===== src/rtl/div_post.sv =====
// div_post: output stage of the pipelined restoring divider.
// Carries each operation's valid/sign/exception sideband alongside the slice
// chain, then applies the signed fix-up and divide-by-zero override to the
// unsigned quotient/remainder coming out of the last slice.

package div_post_pkg;
    // Per-operation sideband that travels with the operands through the chain.
    typedef struct packed {
        logic neg_q;   // negate quotient (operand signs differ)
        logic neg_r;   // negate remainder (dividend negative)
        logic div0;    // divisor was zero
        logic ovf;     // most-negative / -1
    } flags_t;
endpackage

// One delay-line stage: matches one div_slice register of the chain.
module div_post_stage
    import div_post_pkg::*;
(
    input  logic   clk,
    input  logic   rst,
    input  logic   vld_d,
    input  flags_t flg_d,
    output logic   vld_q,
    output flags_t flg_q
);

    // Shift valid and flags one slot; only valid needs clearing, flags are
    // don't-care whenever valid is low, but clearing both keeps state tidy.
    always_ff @(posedge clk) begin
        if (rst) begin
            vld_q <= 1'b0;
            flg_q <= '0;
        end else begin
            vld_q <= vld_d;
            flg_q <= flg_d;
        end
    end

endmodule

module div_post
    import div_post_pkg::*;
#(
    parameter int N   = 32,
    parameter int LAT = 32
) (
    input  logic                       clk,
    input  logic                       rst,
    input  logic                       in_valid_i,
    input  logic                       neg_q_i,
    input  logic                       neg_r_i,
    input  logic                       div0_i,
    input  logic                       ovf_i,
    input  logic [N-1:0]               quotient_i,
    input  logic [N-1:0]               remainder_i,
    output logic                       valid_o,
    output logic [N-1:0]               quotient_o,
    output logic [N-1:0]               remainder_o,
    output logic                       div0_o,
    output logic                       ovf_o,
    output logic                       busy_o,
    output logic [$clog2(LAT+2)-1:0]   inflight_o
);

    localparam int CW = $clog2(LAT+2);

    // vld_pipe[0]/flg_pipe[0] are the live inputs; [LAT] is the tail that
    // lines up with quotient_i/remainder_i of the same operation.
    logic   vld_pipe [LAT:0];
    flags_t flg_pipe [LAT:0];

    logic   tail_vld;
    flags_t tail_flg;
    logic [N-1:0] q_fix;
    logic [N-1:0] r_fix;

    assign vld_pipe[0] = in_valid_i;
    assign flg_pipe[0] = '{neg_q: neg_q_i, neg_r: neg_r_i, div0: div0_i, ovf: ovf_i};

    // No stall anywhere in the divider, so the line simply shifts every cycle.
    for (genvar i = 0; i < LAT; i++) begin : g_dly
        div_post_stage u_stage (
            .clk   (clk),
            .rst   (rst),
            .vld_d (vld_pipe[i]),
            .flg_d (flg_pipe[i]),
            .vld_q (vld_pipe[i+1]),
            .flg_q (flg_pipe[i+1])
        );
    end

    assign tail_vld = vld_pipe[LAT];
    assign tail_flg = flg_pipe[LAT];

    // Signed correction. Divide-by-zero wins over negation; overflow needs no
    // override since negating 2^(N-1) mod 2^N already yields the most negative
    // value. A zero divisor leaves the dividend magnitude as remainder, so the
    // neg_r fix-up restores the original dividend for that case too.
    always_comb begin
        q_fix = quotient_i;
        if (tail_flg.div0)
            q_fix = '1;
        else if (tail_flg.neg_q)
            q_fix = -quotient_i;
        r_fix = tail_flg.neg_r ? -remainder_i : remainder_i;
    end

    // Result register: strobe every cycle, data only updates on a valid tail.
    always_ff @(posedge clk) begin
        if (rst) begin
            valid_o     <= 1'b0;
            quotient_o  <= '0;
            remainder_o <= '0;
            div0_o      <= 1'b0;
            ovf_o       <= 1'b0;
        end else begin
            valid_o <= tail_vld;
            div0_o  <= tail_vld & tail_flg.div0;
            ovf_o   <= tail_vld & tail_flg.ovf;
            if (tail_vld) begin
                quotient_o  <= q_fix;
                remainder_o <= r_fix;
            end
        end
    end

    // In-flight count: +1 on accept, -1 on result strobe, net zero on both.
    always_ff @(posedge clk) begin
        if (rst) begin
            inflight_o <= '0;
        end else begin
            case ({in_valid_i, valid_o})
                2'b10:   inflight_o <= inflight_o + CW'(1);
                2'b01:   inflight_o <= inflight_o - CW'(1);
                default: inflight_o <= inflight_o;
            endcase
        end
    end

    assign busy_o = (inflight_o != '0);

endmodule


===== config.mk =====
export PLATFORM = sky130hd
export DESIGN_NAME = div_post
export DESIGN_NICKNAME = d
export VERILOG_FILES = /design/src/rtl/div_post.sv
export SDC_FILE = /design/constraint.sdc
export NUM_CORES = 1
export LEC_CHECK = 0
export CAP_MARGIN = 5
export CORE_ASPECT_RATIO = 1.2
export CORE_MARGIN = 10
export CORE_UTILIZATION = 47
export DETAILED_ROUTE_END_ITERATION = 6
export HOLD_SLACK_MARGIN = 0.12
export PLACE_DENSITY = 0.77
export SLEW_MARGIN = 0
export SYNTH_ARGS = -nofsm -noshare
export SYNTH_HDL_FRONTEND = slang
export SYNTH_SLANG_ARGS = --single-unit

===== constraint.sdc =====
create_clock -name clk -period 2.5 [get_ports clk]
set_clock_uncertainty 0.2 [all_clocks]
set_input_delay 0.375 -clock clk [delete_from_list [all_inputs] [get_ports clk]]
set_output_delay 0.375 -clock clk [all_outputs]
set_load 0.05 [all_outputs]

==> impl_metrics.yaml <==
detailed_routing:
  vias: 6465
  vias_per_cell: 5.07
  ant_nets: 0
  drc_errors: 0
  drt-wirelength-per-cell_um: 15.4
  drt-initial-drc-count: 316
  firstDrtPassIters: 4
  routed_wl_um: 19700
logic_synthesis:
  synth_flop_cell: "dfxtp_1"
  synthesis.nets: 909
  synth-edff-count: 0
  yosysTopAreaCellShare_pct: 56.1
  avgSynthCellArea_um2: 9.98
  ys_ff_latch: 233
  synth_warnings: 0
  syn_area_um2: 8310
  synthTopCellsByArea: "dfxtp_1 (56%), nor2b_1 (12%), xor2_1 (4.0%)"
  synth.largest_area_cell: "dfxtp_1"
  async_reset_ff_share_pct: 0
  seq_area_frac_synth_pct: 56.1
  synthCells: 833
  ys_types: 43
power:
  p_per_area_nw_per_um2: 657
  p_leak_nw: 4.14
  ir_drop_mv: 0.644
  total_power_mw: 7.44
die:
  pin_count: 145
  coreArea_um2: 17400
  row_count: 53
  die_w_um: 141
  die_h_um: 166
  dieArea_um2: 23400
  initial_core_util_pct: 47.7
timing:
  max-slew-margin-rel_pct: 59.3
  hold_viol: 0
  setup_violations: 0
  period_share_pct: 97.2
  period_needed_ns: 2.43
  drv_slew: 0
  timing.final.ws_setup_ns: 0.0696
  rsz0062_at_grt: "no"
  finalHoldWorstSlack_ns: 0.150
  tightest_slew_ns: 0.609
  max_freq_mhz: 411
finish:
  finish.instance_area_um2: 11300
  layout_commonest_cell: "dfxtp_1"
  fillCellCount: 1400
  drive_above_1_share_pct: 14.1
  layout_common_cells: "dfxtp_1 (229), nor2b_1 (164), clkdlybuf4s50_1 (138)"
  multi_input_area_um2: 3490
  seq_area_um2: 4670
  fin_nets: 1118
  diodes: 0
  syn2layout_area_growth_pct: 36.1
worst_setup_path:
  critical_path_peak_fanout: 8
  cp_top_family: "buffers and inverters"
  critPathCaptureType: "primary output"
  path_class: "reg2out"
  cp.arrival_ns: 1.86
  worstPathRequired_ns: 1.92
  cp_slowest_cell: "clkdlybuf4s50_1"
  path_cells: "clkdlybuf4s50_1"
  start_kind: "register"
  path_buf_inv: 1
  max_stage_delay_ns: 0.87
job:
  maxCapViolCount: 0
place:
  dp_hpwl_um: 13500
  dp_slack_ns: -0.581
  placed_area_um2: 10500
  gp_congestion: 0.854
  io_buffers: 144
global_route:
  overflow: 0
  grt_max_degree: 82
  grtUsageTotal_pct: 16.0
  grt_pass1_wl_um: 32200
  grt_pass1_vias: 6339
  grt_antenna_before_repair: 0
hold_path:
  hold_path.class: "in2reg"
cts:
  clk_latency_ns: 0.50
  clock_path_buffers: 3
  numCtsBuffers: 23
  cts.clk_slew.worst_paths_ns: 0.06
  htreeDepth: 1
  cts_sinks: 233
  clockRootBuffer: "clkbuf_16"
  cts_tree: "yes"
run_status:
  outcome: "finished clean"
==> timing repair <==
action	in CTS	in global routing
gates cloned	0	0
setup endpoints to repair	7	9
hold buffers	1	0
pin swaps	6	2
setup buffers	1	0
hold endpoints to repair	41	0
gates resized for setup	14	7
==> synthesized netlist by cell type (5+ instances only) <==
master and number:
nor2_1 70, xnor2_1 10, and3_1 5, nand2_1 26, inv_1 12, o22ai_1 5
nand3_1 13, nor4_1 12, ha_1 5, or4_1 6, clkbuf_1 45, nor2b_1 164
nor3_1 9, mux2i_1 11, xor2_1 38, dfxtp_1 233, a21oi_1 21, o21ai_0 30
o31ai_1 12, or3_1 16, a311oi_1 6, a211oi_1 42, o41ai_1 10
==> report_power, final <==
group	internal, mW	switching [mW]	total, mW	leakage [nW]
combinational	0.216	0.202	0.418	1.91
clock	1.93	1.36	3.28	0.353
sequential	3.73	0.00997	3.74	1.88
total	5.87	1.57	7.44	4.14
==> final cells by class <==
class                           instances  area share [%]
Timing Repair Buffer                  233            18.7
Inverter                               12           0.398
Sequential cell                       233            41.3
Multi-Input combinational cell        539            30.8
Tap cell                              220            2.43
Clock buffer                           29            5.37
Clock inverter                         10           0.940
==> state kept, by name (all words and copies together) (netlist names) <==
| signal | flops |
|---|---|
| valid_o | 1 |
| quotient_o | 32 |
| inflight_o | 6 |
| div0_o | 1 |
| g_dly.u_stage.vld_q | 32 |
| remainder_o | 32 |
| ovf_o | 1 |
| g_dly.u_stage.flg_q | 128 |
==> routing by layer <==
layer	GRT usage, %	part of all wire [%]	wire, um
met1	19.8	43	8530
met2	27.5	49	9610
met3	2.86	5.3	1050
met4	5.16	2.4	463
met5	0	0	0
==> kinds of logic after synthesis <==
kind of cell	share of synthesized area (%)
buffers and inverters	2.77
adder cells (fa/ha/maj)	0.753
multiplexers	1.32
flip-flops	56.1
XOR/XNOR	5.06
AO/OA/AOI/OAI	11.3
AND/OR/NAND/NOR	22.7
==> path summary, 6_finish.rpt <==
path,startpoint,end,slack [ns],cells after the start
max,inflight_o[0],inflight_o[0],0.07,1
min,remainder_i[9],remainder_o[9],0.15,4
max reg2reg,valid_o,inflight_o[4],0.44,9
min reg2reg,g_dly[31].u_stage.flg_q[0],ovf_o,0.22,1
==> stage by stage <==
stage	TNS, ns	utilization [%]	instances
after detailed placement	-12.74	60.3	1235
after global routing	0	64.9	1276
after floorplan	-0.145	-	833
after CTS	0	64.7	1276
after global placement	-11.18	60.3	1235
final	0	64.9	1276
No activity file was read; power rests on OpenSTA's default activity.
